[src/rtl/attention_score_scheduler_if.sv]
// rtl/attention_score_scheduler_if.sv - bus between the scheduler and the shared coincidence detector
// The scheduler is the master: it drives phases, fired flags and the latch strobe.
interface attention_score_scheduler_if;
  logic [7:0] cd_phase_a;
  logic [7:0] cd_phase_b;
  logic       cd_fired_a;
  logic       cd_fired_b;
  logic       cd_cycle_start;
  logic [7:0] cd_relevance;
  logic       cd_coincident;

  modport master (
    output cd_phase_a, cd_phase_b, cd_fired_a, cd_fired_b, cd_cycle_start,
    input  cd_relevance, cd_coincident
  );

  modport slave (
    input  cd_phase_a, cd_phase_b, cd_fired_a, cd_fired_b, cd_cycle_start,
    output cd_relevance, cd_coincident
  );
endinterface

[src/rtl/attention_score_scheduler.sv]
// rtl/attention_score_scheduler.sv - scores N_KEYS keys against one query on a shared detector
// Each key takes an ISSUE/CAPTURE pair; inputs are snapshotted at start so they may change freely.
module attention_score_scheduler #(
  parameter int N_KEYS = 8,
  parameter int IDX_W  = $clog2(N_KEYS)
) (
  input  logic                     clk,
  input  logic                     rst_n,
  input  logic                     start,
  input  logic                     abort,
  input  logic [7:0]               query_phase,
  input  logic                     query_fired,
  input  logic [8*N_KEYS-1:0]      key_phase_flat,
  input  logic [N_KEYS-1:0]        key_fired,
  attention_score_scheduler_if.master cd,
  output logic                     busy,
  output logic                     done,
  output logic [8*N_KEYS-1:0]      score_flat,
  output logic [N_KEYS-1:0]        coinc_mask,
  output logic [IDX_W-1:0]         best_idx,
  output logic [7:0]               best_score,
  output logic                     best_valid
);

  localparam logic [1:0] S_IDLE    = 2'd0;
  localparam logic [1:0] S_ISSUE   = 2'd1;
  localparam logic [1:0] S_CAPTURE = 2'd2;
  localparam logic [1:0] S_DONE    = 2'd3;
  localparam logic [IDX_W-1:0] LAST_IDX = IDX_W'(N_KEYS - 1);

  logic [1:0]              state_q,  state_d;
  logic [IDX_W-1:0]        idx_q,    idx_d;
  logic [7:0]              qph_q,    qph_d;
  logic                    qf_q,     qf_d;
  logic [8*N_KEYS-1:0]     kph_q,    kph_d;
  logic [N_KEYS-1:0]       kf_q,     kf_d;
  logic [7:0]              pa_q,     pa_d;
  logic [7:0]              pb_q,     pb_d;
  logic                    fa_q,     fa_d;
  logic                    fb_q,     fb_d;
  logic [8*N_KEYS-1:0]     score_q,  score_d;
  logic [N_KEYS-1:0]       coinc_q,  coinc_d;
  logic [IDX_W-1:0]        bidx_q,   bidx_d;
  logic [7:0]              bscore_q, bscore_d;
  logic                    bvalid_q, bvalid_d;
  logic [IDX_W-1:0]        idx_nx;

  assign idx_nx = idx_q + 1'b1;

  always_comb begin
    state_d  = state_q;
    idx_d    = idx_q;
    qph_d    = qph_q;
    qf_d     = qf_q;
    kph_d    = kph_q;
    kf_d     = kf_q;
    pa_d     = pa_q;
    pb_d     = pb_q;
    fa_d     = fa_q;
    fb_d     = fb_q;
    score_d  = score_q;
    coinc_d  = coinc_q;
    bidx_d   = bidx_q;
    bscore_d = bscore_q;
    bvalid_d = bvalid_q;
    case (state_q)
      S_IDLE: begin
        if (start) begin
          qph_d    = query_phase;
          qf_d     = query_fired;
          kph_d    = key_phase_flat;
          kf_d     = key_fired;
          pa_d     = query_phase;
          fa_d     = query_fired;
          pb_d     = key_phase_flat[7:0];
          fb_d     = key_fired[0];
          score_d  = '0;
          coinc_d  = '0;
          bidx_d   = '0;
          bscore_d = '0;
          bvalid_d = 1'b0;
          idx_d    = '0;
          state_d  = S_ISSUE;
        end
      end
      S_ISSUE: begin
        state_d = abort ? S_IDLE : S_CAPTURE;
      end
      S_CAPTURE: begin
        // abort pre-empts both the capture and the move to DONE
        if (abort) begin
          state_d = S_IDLE;
        end else begin
          score_d[{idx_q, 3'b000} +: 8] = cd.cd_relevance;
          coinc_d[idx_q]                = cd.cd_coincident;
          if (cd.cd_relevance > bscore_q) begin
            bscore_d = cd.cd_relevance;
            bidx_d   = idx_q;
          end
          if (idx_q == LAST_IDX) begin
            bvalid_d = (bscore_d != 8'd0);
            state_d  = S_DONE;
          end else begin
            idx_d   = idx_nx;
            pb_d    = kph_q[{idx_nx, 3'b000} +: 8];
            fb_d    = kf_q[idx_nx];
            state_d = S_ISSUE;
          end
        end
      end
      default: begin
        state_d = S_IDLE;
      end
    endcase
  end

  always_ff @(posedge clk or negedge rst_n) begin
    if (!rst_n) begin
      state_q  <= S_IDLE;
      idx_q    <= '0;
      qph_q    <= '0;
      qf_q     <= 1'b0;
      kph_q    <= '0;
      kf_q     <= '0;
      pa_q     <= '0;
      pb_q     <= '0;
      fa_q     <= 1'b0;
      fb_q     <= 1'b0;
      score_q  <= '0;
      coinc_q  <= '0;
      bidx_q   <= '0;
      bscore_q <= '0;
      bvalid_q <= 1'b0;
    end else begin
      state_q  <= state_d;
      idx_q    <= idx_d;
      qph_q    <= qph_d;
      qf_q     <= qf_d;
      kph_q    <= kph_d;
      kf_q     <= kf_d;
      pa_q     <= pa_d;
      pb_q     <= pb_d;
      fa_q     <= fa_d;
      fb_q     <= fb_d;
      score_q  <= score_d;
      coinc_q  <= coinc_d;
      bidx_q   <= bidx_d;
      bscore_q <= bscore_d;
      bvalid_q <= bvalid_d;
    end
  end

  assign cd.cd_phase_a     = pa_q;
  assign cd.cd_phase_b     = pb_q;
  assign cd.cd_fired_a     = fa_q;
  assign cd.cd_fired_b     = fb_q;
  assign cd.cd_cycle_start = (state_q == S_ISSUE);

  assign busy       = (state_q != S_IDLE);
  assign done       = (state_q == S_DONE);
  assign score_flat = score_q;
  assign coinc_mask = coinc_q;
  assign best_idx   = bidx_q;
  assign best_score = bscore_q;
  assign best_valid = bvalid_q;

endmodule

[src/flat_wrapper.sv]
// flat-port wrapper written by rule: the top's interface ports become plain ports
module attention_score_scheduler_flat 
#(
  parameter int N_KEYS = 8,
  parameter int IDX_W  = $clog2(N_KEYS)
)
  (clk, rst_n, start, abort, query_phase, query_fired, key_phase_flat, key_fired, busy, done, score_flat, coinc_mask, best_idx, best_score, best_valid, cd_cd_phase_a, cd_cd_phase_b, cd_cd_fired_a, cd_cd_fired_b, cd_cd_cycle_start, cd_cd_relevance, cd_cd_coincident);
  attention_score_scheduler_if cd_i ();
  input  logic clk;
  input  logic rst_n;
  input  logic start;
  input  logic abort;
  input  logic [7:0] query_phase;
  input  logic query_fired;
  input  logic [8*N_KEYS-1:0] key_phase_flat;
  input  logic [N_KEYS-1:0] key_fired;
  output logic busy;
  output logic done;
  output logic [8*N_KEYS-1:0] score_flat;
  output logic [N_KEYS-1:0] coinc_mask;
  output logic [IDX_W-1:0] best_idx;
  output logic [7:0] best_score;
  output logic best_valid;
  output wire logic [$bits(cd_i.cd_phase_a)-1:0] cd_cd_phase_a;
  output wire logic [$bits(cd_i.cd_phase_b)-1:0] cd_cd_phase_b;
  output wire logic [$bits(cd_i.cd_fired_a)-1:0] cd_cd_fired_a;
  output wire logic [$bits(cd_i.cd_fired_b)-1:0] cd_cd_fired_b;
  output wire logic [$bits(cd_i.cd_cycle_start)-1:0] cd_cd_cycle_start;
  input wire logic [$bits(cd_i.cd_relevance)-1:0] cd_cd_relevance;
  input wire logic [$bits(cd_i.cd_coincident)-1:0] cd_cd_coincident;
  assign cd_cd_phase_a = cd_i.cd_phase_a;
  assign cd_cd_phase_b = cd_i.cd_phase_b;
  assign cd_cd_fired_a = cd_i.cd_fired_a;
  assign cd_cd_fired_b = cd_i.cd_fired_b;
  assign cd_cd_cycle_start = cd_i.cd_cycle_start;
  assign cd_i.cd_relevance = cd_cd_relevance;
  assign cd_i.cd_coincident = cd_cd_coincident;
  attention_score_scheduler #(.N_KEYS(N_KEYS), .IDX_W(IDX_W)) u_core (.clk(clk), .rst_n(rst_n), .start(start), .abort(abort), .query_phase(query_phase), .query_fired(query_fired), .key_phase_flat(key_phase_flat), .key_fired(key_fired), .cd(cd_i), .busy(busy), .done(done), .score_flat(score_flat), .coinc_mask(coinc_mask), .best_idx(best_idx), .best_score(best_score), .best_valid(best_valid));
endmodule
[config.mk]
export PLATFORM = sky130hd
export DESIGN_NAME = attention_score_scheduler_flat
export DESIGN_NICKNAME = d
export VERILOG_FILES = /design/src/rtl/attention_score_scheduler_if.sv /design/src/rtl/attention_score_scheduler.sv /design/src/flat_wrapper.sv
export SDC_FILE = /design/constraint.sdc
export NUM_CORES = 1
export LEC_CHECK = 0
export CAP_MARGIN = 10
export CORE_MARGIN = 2
export CORE_UTILIZATION = 49
export CTS_CLUSTER_SIZE = 10
export DETAILED_ROUTE_END_ITERATION = 10
export PLACE_DENSITY = 0.8
export SLEW_MARGIN = 20
export SYNTH_ARGS = -nofsm -noshare
export SYNTH_HDL_FRONTEND = slang
export SYNTH_SLANG_ARGS = --single-unit
[constraint.sdc]
create_clock -name clk -period 2.9 [get_ports clk]
set_input_delay 0.58 -clock clk [delete_from_list [all_inputs] [get_ports clk]]
set_output_delay 0.58 -clock clk [all_outputs]
set_load 0.01 [all_outputs]
Word-level counts from Yosys, hierarchy flattened --
Index checks and enable logic that the tools add are counted.
Word-level totals: word-level logic and storage cells 82, register bits after elaboration 179, output and inout port bits 105
Operators by class: magnitude comparators 4, mux-type cells 41, eq/ne operators 9, reductions and logical operators 10, add/sub/neg operators 2, shift operators 3
Operators with widths (number):
- two-way mux 64 bit | 2
- case mux 64 bit (2 select lines) | 1
- two-way mux 8 bit | 9
- bitwise mux 64 bit | 1
- variable shift 8 x 8 -> 64 bit (first input constant) | 1
- variable part select 64 x 7 -> 8 bit | 1
- variable part select 8 x 8 -> 64 bit | 1
- case mux 8 bit (2 select lines) | 3
- two-way mux 3 bit | 5
- case mux 3 bit (2 select lines) | 2
- AND reduction 4 bit | 3
- bitwise mux 8 bit | 1
- > comparator 8 bit | 1
- < comparator 3 x 4 -> 1 bit (second input constant) | 2
- two-way mux 1 bit | 8
- two-way mux 2 bit | 4
- negator 6 -> 8 bit | 1
- nonzero test 8 bit | 1
- inequality test 2 bit (second input constant) | 3
- case mux 2 bit (3 select lines) | 1
- equality test 2 bit (second input constant) | 2
- inequality test 2 x 1 -> 1 bit (second input constant) | 2
- case mux 1 bit (2 select lines) | 2
- nonzero test 2 bit | 2
- other kinds (10) | 10

Longest topological paths before layout --
Gate-level depths: netlist of the first run.
word-level depth 8, depth in mapped cells 10, depth with buffers taken out 8

Worst setup path after synthesis of the first run --
Ideal clock, no wire load.
kind reg2reg, start point register u_core.idx_q[1], end point register u_core.fb_q, in the netlist u_core.cd.cd_fired_b, cell stages (with the launch flop) 11, slack 693 ps, arrival 2073 ps, required time 2766 ps, buffers on the path 3, library setup time 134 ps, cells stage by stage dfrtp_1 > clkbuf_1 > inv_1 > ha_1 > clkbuf_1 > buf_2 > mux4_2 > mux2i_1 > nand2_1 > o21ai_0 > o21ai_0
Between the ends: word-level cells in the longest chain between the ends 6, elaborated cells between the ends (all ways) 9
Ends and longest elaborated chain:
- start, declared | line attention_score_scheduler.sv:32 | logic [IDX_W-1:0] idx_q, idx_d;
- start signal, assigned | line attention_score_scheduler.sv:136 | idx_q <= idx_d;
- adder 3 x 1 -> 3 bit | line attention_score_scheduler.sv:48 | assign idx_nx = idx_q + 1'b1;
- binary-select mux 1 bit (select 3 bit) | line attention_score_scheduler.sv:106 | fb_d = kf_q[idx_nx];
- two-way mux 1 bit (implied by the code) | line attention_score_scheduler.sv:106
- two-way mux 1 bit | line attention_score_scheduler.sv:100 | if (idx_q == LAST_IDX) begin
- two-way mux 1 bit | line attention_score_scheduler.sv:91 | if (abort) begin
- case mux 1 bit (2 select lines) | line attention_score_scheduler.sv:66 | case (state_q)
- end signal, assigned | line attention_score_scheduler.sv:128 | fb_q <= 1'b0;
- end signal, assigned | line attention_score_scheduler.sv:144 | fb_q <= fb_d;
- end, declared | line attention_score_scheduler.sv:40 | logic fb_q, fb_d;
Parallel ways exist; a longest one is shown, timed or not. The select of a mux whose other input is x is not followed. A chain may end at the register's enable or synchronous reset.

Worst setup path in the final report of the first run --
start point register u_core.idx_q[1], end point register u_core.pb_q[5], in the netlist u_core.cd.cd_phase_b[5]
Between the ends: word-level cells in the longest chain between the ends 5, elaborated cells between the ends (all ways) 8
Ends and longest elaborated chain:
- adder 3 x 1 -> 3 bit | line attention_score_scheduler.sv:48
- variable part select 64 x 7 -> 8 bit | line attention_score_scheduler.sv:105 | pb_d = kph_q[{idx_nx, 3'b000} +: 8];
- two-way mux 8 bit | line attention_score_scheduler.sv:100
- two-way mux 8 bit | line attention_score_scheduler.sv:91
- case mux 8 bit (2 select lines) | line attention_score_scheduler.sv:66
- end signal, assigned | line attention_score_scheduler.sv:142 | pb_q <= pb_d;
- end, declared | line attention_score_scheduler.sv:38 | logic [7:0] pb_q, pb_d;
Parallel ways exist; a longest one is shown, timed or not. The select of a mux whose other input is x is not followed.

==> impl_results.md, run 1 <==
- Status: completed
- Tot GR Track Use: 0.243
- Top post-synthesis cells by count: dfrtp_1, mux2_2, nand2_1
- IO buf count: 198
- TritonCTS clock tree: built
- Mean Syn Cell Area: 13.0 sq um
- Syn Inst Count: 604
- Critical Path RT: 3.19 ns
- Global-route wire length before repair: 31400 microns
- Clk root buf: clkbuf_16
- Synth Warn #: 0
- Most frequent cell after synthesis: dfrtp_1
- Post-layout minimum cycle time: 2.47 ns
- Final core utilization: 0.675
- Critical setup path kind: reg -> reg
- Core footprint: 15800 sq um
- Setup Fix Bufs, Post-CTS: 0
- Final setup viols: 0
- WP data arrival: 2.76 ns
- Clock power frac: 0.299
- Critical Path End Type: flip-flop
- Cell variety after synth: 46
- FP Rows: 46
- CTS Sinks: 179
- Hold_buf cts: 0
- RePlAce Congestion: 0.794
- Largest net degree at the start of global routing: 72
- R2r setup slk: 0.43 ns
- Skew-Pair Late Insertion Delay: 0.42 ns
- FF/Latch Area: 4480 sq um
- Initial antenna violation count: 0
- Die area: 17000 sq um
- IO Count: 199
- Critical Path Most Common Cell: o21ai_0
- Final period util: 0.852
- Area leader, netlist: dfrtp_1
- P_sw: 1950 uW
- Hold slack: 0.152 ns
- Top-area cell type share of the netlist area: 0.573
- Dpl cells: 1005
- DP Worst Slack: 0.137 ns
- Final Hold Fails: 0
- WL final: 20200 microns
- Multi-input logic area: 3110 sq um
- Seq/Total Area, Yosys: 0.573
- Peak supply drop: 401 uV
- EDFF count, synth: 0
- Slew headroom: 0.534
- Max incr delay on CP: 0.57 ns
- Antenna cells: 0
- First-pass DRT Iterations: 5
- Flops & latches, synth: 179
- Part of the power in registers: 0.453
- Max cap viols: 0
- Top delay family on crit path: flip-flops
- Worst path cell trace: inv_1 -> ha_1 -> buf_12 -> mux4_2 -> mux2i_1 -> nand2_1 -> o21ai_0 -> o21ai_0
- P&R area growth vs syn: 36.0%
- Top FF cell, synth: dfrtp_1
- Resize count post-CTS: 0
- Worst-Margin Slew: 0.694 ns
- Setup WS post-layout: 0.428 ns
- Combinational share of power: 0.248
- Setup TNS: 0 ns
- Wirelength per Cell: 19.5 microns
- Die W: 130 microns
- Buf/Inv on CP: 2
- Via count: 5744
- Largest cells by area after synthesis: dfrtp_1, mux2_2, mux4_2
- Final max-slew violation count: 0
- Worst Setup Start Kind: flip-flop
- Final nets: 914
- Layout cell share with drive strength beyond 1: 0.205
- Clock Skews: 0.00638 ns
- Cell Area, Synth: 7820 sq um
- Highest fanout seen on the critical path: 18
- RSZ-0062 raised after global routing: false
- Power Dens Cells: 665 nW/um^2
- GRT overflow: 0
- Int Power: 5120 uW
- Fillers: 1184
- HPWL Detailed: 14700 microns
- Slowest-stage cell, CP: dfrtp_1
- Lkg Pwr: 0.00444 uW
- Syn nets: 710
- Async SR Flop Fraction: 1.00
- Num CTS Buffers: 17
- DRT antenna net count: 0
- Finished Layout Cells: 1037
- CTS Buffer Depth: 2
- Clk pin slew, worst setup/hold paths: 0.07 ns
- Starting Density: 0.496
- H-tree depth: 4
- DRC violations left: 0
- Initial drt markers: 415
- Hold Path Class: in -> async
- Fmax: 0.405 GHz
- Die height: 130 microns
- Switch share: 0.276
- Vias/cell: 5.54
- Via count of the first global-routing pass: 5887
routing by layer:
metal / GRT usage / routed length (microns)
met1: 0.316 / 8470
met2: 0.406 / 10000
met3: 0.0590 / 1350
met4: 0.0820 / 367
met5: 0 / 0
worst paths after layout:
kind                                              start                       to  depth (start not counted)
min in group clk                u_core.cd.cd_phase_b[3]  u_core.cd.cd_phase_b[3]                          2
worst max-delay path                    u_core.idx_q[1]  u_core.cd.cd_phase_b[5]                          8
worst min register to register  u_core.cd.cd_phase_b[3]  u_core.cd.cd_phase_b[3]                          2
max in group asynchronous                         rst_n         u_core.kph_q[11]                          2
worst min-delay path                              rst_n    u_core.score_flat[40]                          1
worst max register to register          u_core.idx_q[1]  u_core.cd.cd_phase_b[5]                          8
power by group through the flow:
stage / clock, uW / sequential [uW] / combinational [uW]
2_1_floorplan: 0 / 3200 / 1050
3_3_place_gp: 0 / 3210 / 1700
3_5_place_dp: 0 / 3240 / 1760
4_1_cts: 2150 / 3200 / 1770
5_1_grt: 2260 / 3250 / 1900
6_report: 2120 / 3200 / 1750
stage by stage:
stage / total power [uW] / cell area [sq um]
finish: 7070 / 10600
global route: 7410 / 10600
CTS: 7120 / 10600
detailed placement: 5000 / 10100
global placement: 4910 / 10100
floorplan: 4250 / 7820
flip-flops by register name (all words and copies together) (netlist names):
register,cells
u_core.cd.cd_fired_a,1
u_core.best_valid,1
u_core.idx_q,3
u_core.score_flat,64
u_core.kph_q,64
u_core.best_score,8
u_core.best_idx,3
u_core.state_q,2
u_core.coinc_mask,8
u_core.cd.cd_phase_b,8
u_core.kf_q,8
u_core.cd.cd_phase_a,8
u_core.cd.cd_fired_b,1
cells by family (layout without fill, tap and decap cells):
group | Yosys count | in the layout | synth area share
and+or+nand+nor | 117 | 117 | 0.0717
muxes | 116 | 116 | 0.191
AOI/OAI and AO/OA | 132 | 132 | 0.115
DFF | 179 | 179 | 0.573
adders and majority gates | 12 | 12 | 0.0192
buffers and inverters | 48 | 265 | 0.0304
worst reg2reg max path, cell delays in order (launching register included):
cell	delay, ns
dfrtp_1	0.57
inv_1	0.19
ha_1	0.56
buf_12	0.24
mux4_2	0.34
mux2i_1	0.17
nand2_1	0.07
o21ai_0	0.09
o21ai_0	0.11
layout make-up:
class | instances | area share
Clock buffer | 24 | 0.0462
Clock inverter | 8 | 0.00494
Inverter | 12 | 0.00423
Multi-Input combinational cell | 377 | 0.292
Sequential cell | 179 | 0.421
Tap cell | 216 | 0.0254
Timing Repair Buffer | 221 | 0.206
placed cells by master (no fill, tap or decap), drive strengths merged:
master,n
mux2,88
nand4,2
and4bb,1
o2bb2ai,3
clkinv,4
o21ai,63
o41ai,1
a211o,1
and3,1
nand3b,1
and3b,2
clkinvlp,5
and2,2
nor2b,4
and4b,1
ha,12
o31ai,4
nand2b,4
a21o,2
o211a,1
nor2,22
a21oi,4
mux4,18
a22o,43
nor4,5
clkdlybuf4s50,197
nand2,63
or2,1
a31o,1
nor3,3
and2b,2
o21a,2
clkbuf,24
inv,11
mux2i,10
dfrtp,179
nand3,3
a32o,3
a31oi,4
buf,24
Note: power is estimated with default switching activity, not from simulation.
==> inputs of run 2 (changes only) <==
--- a/config.mk
+++ b/config.mk
@@ -6,7 +6,7 @@
 export NUM_CORES = 1
 export LEC_CHECK = 0
 export CAP_MARGIN = 10
-export CORE_MARGIN = 2
+export CORE_MARGIN = 5
 export CORE_UTILIZATION = 49
 export CTS_CLUSTER_SIZE = 10
 export DETAILED_ROUTE_END_ITERATION = 10
==> run 2 against run 1 <==
  * Clock skew up 0.00080 ns
  * Via count about the same
  * Critical endpoint is now u_core.cd.cd_phase_b[0]
  * Highest routed layer is now met5
  * Utilization up 0.095 points
  * Critical path type unchanged
  * Sequential power about the same
  * Hold slack better by 0.059 ns
  * Sequential share of layout area down 0.059 points
  * Clock power about the same
==> impl_results.md, run 2 (synthesis results as in run 1) <==
- Worst Reg-to-Reg Cells: 8 (unchanged)
- Initial drt markers: 331 (-20%)
- Skew-Pair Late Insertion Delay: 0.42 ns (about the same)
- Worst Setup Start Kind: flip-flop
- Highest fanout seen on the critical path: 18 (unchanged)
- Slew headroom: 0.503 (-0.0310)
- Worst-Margin Slew: 0.746 ns (+0.0523 ns)
- Initial antenna violation count: 1 (+1)
- Final period util: 0.825 (-0.0270)
- Clk pin slew, worst setup/hold paths: 0.06 ns (about the same)
- Die height: 136 microns (+4.6%)
- Fmax: 0.418 GHz (+3.3%)
- TritonCTS clock tree: built
- P&R area growth vs syn: 36.2%
- Vias/cell: 5.54 (about the same)
- Tot GR Track Use: 0.225 (-0.0183)
- Layout cell share with drive strength beyond 1: 0.204 (-0.000970)
- WP data arrival: 2.69 ns (-0.07 ns)
- RePlAce Congestion: 0.885 (+12%)
- Hold_buf cts: 0 (unchanged)
- Slowest-stage cell, CP: ha_1
- H-tree depth: 4 (unchanged)
- HPWL Detailed: 15300 microns (+4.3%)
- DRC violations left: 0 (unchanged)
- Peak supply drop: 390 uV (-2.6%)
- Leading cell type in the layout, fill and taps excluded: clkdlybuf4s50_1
- FP Rows: 46 (unchanged)
- Total power: 7080 uW (about the same)
- Switch share: 0.271 (-0.00430)
- Power Dens Cells: 664 nW/um^2 (about the same)
- Die W: 136 microns (+4.6%)
- Wirelength per Cell: 19.6 microns (+0.43%)
- Post-layout minimum cycle time: 2.39 ns (-0.0783 ns)
- Die area: 18600 sq um (+9.4%)
- Max cap viols: 0 (unchanged)
- Final core utilization: 0.676 (+0.000952)
- Core footprint: 15800 sq um (unchanged)
- CP Depth: 8 (unchanged)
- Critical Path End Type: flip-flop
- Final nets: 914 (unchanged)
- Max incr delay on CP: 0.50 ns (-0.07 ns)
- Starting Density: 0.496 (unchanged)
- Clk root buf: clkbuf_16
- GRT overflow: 0 (unchanged)
- Setup TNS: 0 ns (unchanged)
- IO buf count: 198 (unchanged)
- Int Power: 5160 uW (+0.67%)
- Resize count post-CTS: 0 (unchanged)
- Critical setup path kind: reg -> reg
- IO Count: 199 (unchanged)
- Num CTS Buffers: 17 (unchanged)
- Lkg Pwr: 0.00446 uW (+0.41%)
- CTS Sinks: 179 (unchanged)
- Most frequent cells in the layout: clkdlybuf4s50_1, dfrtp_1, mux2_2
- Clock Skews: 0.00718 ns (+0.000799 ns)
- RSZ-0062 raised after global routing: false
- Hold Path Class: in -> async
- P_sw: 1920 uW (-1.5%)
- Final max-slew violation count: 0 (unchanged)
- Status: completed
- Largest net degree at the start of global routing: 79 (+9.7%)
- DRT antenna net count: 0 (unchanged)
- Worst path cell trace: inv_1 -> ha_1 -> buf_4 -> mux4_2 -> mux2i_1 -> nand2_1 -> o21ai_0 -> o21ai_0
- CTS Buffer Depth: 2 (unchanged)
- Setup Fix Bufs, Post-CTS: 0 (unchanged)
- Combinational share of power: 0.245 (-0.003)
- Via count: 5741 (-0.052%)
- Buf/Inv on CP: 2 (unchanged)
- Critical Path RT: 3.20 ns (about the same)
- Final Hold Fails: 0 (unchanged)
- WL final: 20300 microns (+0.34%)
- Final setup viols: 0 (unchanged)
- Critical Path Most Common Cell: o21ai_0
- First-pass DRT Iterations: 5 (unchanged)
- Antenna cells: 0 (unchanged)
- Global-route wire length before repair: 32300 microns (+2.7%)
- Clock power frac: 0.301 (+0.002)
- Top delay family on crit path: multiplexers
- Via count of the first global-routing pass: 5973 (+1.5%)
- Part of the power in registers: 0.454 (about the same)
[run 2: area by class of cell]
cell class,count,area (sq um)
fillers,1184,5120
flip-flops and latches,179,4480
multi-input cells,377,3110
repair buffers,221,2210
clock buffers,22,464
well taps,216,270
clock inverters,9,82.6
inverters,12,45.0
[run 2: layer usage]
layer  track usage  wire length [microns]
met4        0.0711                    475
met5             0                     12
met3        0.0529                   1320
met2         0.373                   9860
met1         0.295                   8620
[run 2: final timing paths]
| path | from | to | slack [ns] |
|---|---|---|---|
| min reg2reg | u_core.coinc_mask[1] | u_core.coinc_mask[1] | 0.49 |
| min in group clk | u_core.coinc_mask[1] | u_core.coinc_mask[1] | 0.49 |
| min | rst_n | u_core.score_flat[40] | 0.21 |
| max reg2reg | u_core.idx_q[0] | u_core.cd.cd_phase_b[0] | 0.51 |
| max in group asynchronous | rst_n | u_core.kf_q[1] | 1.98 |
| max | u_core.idx_q[0] | u_core.cd.cd_phase_b[0] | 0.51 |
[run 2: per-stage QoR]
step                      cells  setup WS (ns)  hold WS, ns  cell area (sq um)
after global routing       1036          0.301        0.261              10700
after detailed placement   1005          0.185        0.476              10100
final                      1036          0.507        0.211              10700
after CTS                  1036          0.474        0.222              10700
after floorplan             604          0.693        0.284               7820
after global placement     1005          0.258        0.469              10100
[run 2: power groups by stage]
stage | combinational (uW) | clock, uW | sequential, uW
4_1_cts | 1760 | 2170 | 3210
3_3_place_gp | 1690 | 0 | 3210
2_1_floorplan | 1050 | 0 | 3200
5_1_grt | 1890 | 2270 | 3270
6_report | 1730 | 2130 | 3210
3_5_place_dp | 1750 | 0 | 3250
==> inputs of run 3 (changes only) <==
--- a/config.mk
+++ b/config.mk
@@ -7,10 +7,10 @@
 export LEC_CHECK = 0
 export CAP_MARGIN = 10
 export CORE_MARGIN = 5
-export CORE_UTILIZATION = 49
+export CORE_UTILIZATION = 44
 export CTS_CLUSTER_SIZE = 10
 export DETAILED_ROUTE_END_ITERATION = 10
-export PLACE_DENSITY = 0.8
+export PLACE_DENSITY = 0.76
 export SLEW_MARGIN = 20
 export SYNTH_ARGS = -nofsm -noshare
 export SYNTH_HDL_FRONTEND = slang
==> constraint.sdc (replaced) <==
create_clock -name clk -period 2.2 [get_ports clk]
set_input_delay 0.44 -clock clk [delete_from_list [all_inputs] [get_ports clk]]
set_output_delay 0.44 -clock clk [all_outputs]
set_load 0.01 [all_outputs]
==> run 3 against run 2 <==
  * Global-route usage fell by 2.3 points
  * Largest power group unchanged
  * Flip-flop and latch count unchanged
  * Critical path type is now in -> reg
  * Routed wire length grew 0.85%
  * Hold slack better by 0.27 ns
  * Clock power up 37%
  * Clock-buffer cell count fell by 5
  * Combinational power grew 40%
  * Sequential share of layout area decreased by 1.2 points
  * Largest cell class unchanged
  * Final cell count grew 3.5%
==> impl_results.md, run 3 (synthesis results as in run 1) <==
- Status: completed
- Die area: 20500 sq um (+11%)
- DRT antenna net count: 0 (unchanged)
- Die W: 143 microns (+5.1%)
- WL final: 20500 microns (+0.85%)
- Initial antenna violation count: 0 (-1)
- Hold slack: 0.480 ns (+0.269 ns)
- Final max-slew violation count: 0 (unchanged)
- Vias/cell: 5.39 (-2.8%)
- Num CTS Buffers: 17 (unchanged)
- CTS Sinks: 179 (unchanged)
- Initial drt markers: 248 (-25%)
- Post-layout minimum cycle time: 2.16 ns
- Setup WS post-layout: 0.0384 ns (-0.468 ns)
- Layout cell share with drive strength beyond 1: 0.240 (+0.0360)
- Highest routed layer: met4
- Clock Skews: 0.0102 ns (+0.00304 ns)
- Worst-Margin Slew: 0.408 ns (-0.338 ns)
- DP Worst Slack: -0.386 ns (-0.571 ns)
- Most frequent cells in the layout: clkdlybuf4s50_1, dfrtp_1, mux2_2
- Highest fanout seen on the critical path: 7 (-11)
- H-tree depth: 4 (unchanged)
- TritonCTS clock tree: built
- IO Count: 199 (unchanged)
- Worst Reg-to-Reg Cells: 8 (unchanged)
- P&R area growth vs syn: 40.3%
- Cell Area, Placed: 10400 sq um (+2.4%)
- Slowest-stage cell, CP: clkdlybuf4s50_1
- Routed met3 length: 1430 microns (+8.0%)
- IO buf count: 198 (unchanged)
- Metal2 WL: 10300 microns (+4.5%)
- Skew-Pair Late Insertion Delay: 0.43 ns (about the same)
- Final setup viols: 0 (unchanged)
- Setup TNS: 0 ns (unchanged)
- Peak supply drop: 623 uV (+60%)
- Wirelength per Cell: 19.1 microns (-2.5%)
- Multi-input logic area: 3130 sq um (+0.68%)
- Core footprint: 17400 sq um (+10%)
- FF/Latch Area: 4480 sq um (about the same)
- Tot GR Track Use: 0.202 (-0.0233)
- CTS Buffer Depth: 2 (unchanged)
- Critical Path End Type: flip-flop
- WP data arrival: 2.47 ns (-0.22 ns)
- R2r setup slk: 0.13 ns (-0.38 ns)
- DRC violations left: 0 (unchanged)
- Via count: 5776 (+0.61%)
- HPWL Detailed: 15400 microns (+0.22%)
- Die height: 143 microns (+5.1%)
- Buf/Inv on CP: 2 (unchanged)
- Power Dens Cells: 872 nW/um^2 (+31%)
- Largest net degree at the start of global routing: 76 (-3.8%)
- RR Endpoint: u_core.best_score[6]
- Critical R2R Launch: u_core.best_score[1]
- Met1 Wirelength: 8460 microns (-1.9%)
- Worst path cell trace: clkdlybuf4s50_1 -> ha_1 -> nor2b_1 -> o211a_1 -> o21a_1 -> o21ai_2 -> buf_4 -> mux2_2
- Max incr delay on CP: 0.45 ns (-0.05 ns)
- Starting Density: 0.451 (-0.0453)
- Final Hold Fails: 0 (unchanged)
- Total power: 9570 uW (+35%)
- Top delay family on crit path: buffers and inverters
- Clk pin slew, worst setup/hold paths: 0.07 ns (about the same)
- Final nets: 940 (+2.8%)
- First-pass DRT Iterations: 4 (-1)
- Slew headroom: 0.728 (+0.225)
- Fmax: 0.463 GHz
- Antenna cells: 0 (unchanged)
- Lkg Pwr: 0.00462 uW (+3.6%)
- Max cap viols: 0 (unchanged)
- FP Rows: 48 (+4.3%)
- Final period util: 0.983
- Clk root buf: clkbuf_16
- Critical Path RT: 2.51 ns (-0.69 ns)
- Leading cell type in the layout, fill and taps excluded: clkdlybuf4s50_1
- Hold Path Class: in -> async
- Critical setup path kind: in -> reg
- Via count of the first global-routing pass: 5989 (+0.27%)
- Cell area after layout: 11000 sq um (+3.0%)
- Fillers: 1258 (+6.3%)
- Global-route wire length before repair: 32000 microns (-0.75%)
- RePlAce Congestion: 0.823 (-7.0%)
- GRT overflow: 0 (unchanged)
- RSZ-0062 raised after global routing: false
- Worst Setup Start Kind: input pin
==> run 3: layout make-up <==
class                           count  area share
Inverter                           12     0.00410
Timing Repair Buffer              247       0.225
Clock inverter                     15      0.0133
Sequential cell                   179       0.408
Multi-Input combinational cell    377       0.285
Tap cell                          225      0.0257
Clock buffer                       17      0.0388
==> run 3: repair_timing <==
action	CTS	global route
cloned	0	0
hold buffers	1	0
setup endpoints to repair	2	34
endpoints found under the hold margin	40	0
gates resized for setup	2	5
setup buffers	0	2
==> run 3: where the power goes <==
| part | internal [uW] | switching (uW) | total [uW] |
|---|---|---|---|
| Sequential | 3880 | 330 | 4210 |
| Combinational | 1410 | 1020 | 2430 |
| Clock | 1590 | 1330 | 2920 |
| Total | 6890 | 2680 | 9570 |
==> run 3: worst max path at each step <==
stage | from | endpoint | depth (start not counted) | slack [ns]
after floorplan | u_core.idx_q[0] | u_core.cd.cd_fired_b | 10 | 0.06
after global placement | cd_cd_relevance[1] | u_core.best_score[7] | 8 | -0.31
after detailed placement | cd_cd_relevance[1] | u_core.best_score[6] | 8 | -0.39
after CTS | u_core.state_q[1] | busy | 2 | 0.01
after global routing | u_core.state_q[1] | busy | 2 | 0.02
final | cd_cd_relevance[1] | u_core.best_score[6] | 8 | 0.04
==> run 3: through the flow <==
step           instances  utilization
2_1_floorplan        604            -
3_3_place_gp        1037        0.597
3_5_place_dp        1037        0.597
4_1_cts             1070        0.630
5_1_grt             1072        0.632
6_report            1072        0.632
==> run 3: metal layers <==
| metal | track usage | up-vias |
|---|---|---|
| li1 | - | 2670 |
| met1 | 0.259 | 2883 |
| met2 | 0.343 | 200 |
| met3 | 0.0466 | 23 |
| met4 | 0.0624 | 0 |
| met5 | 0 | - |
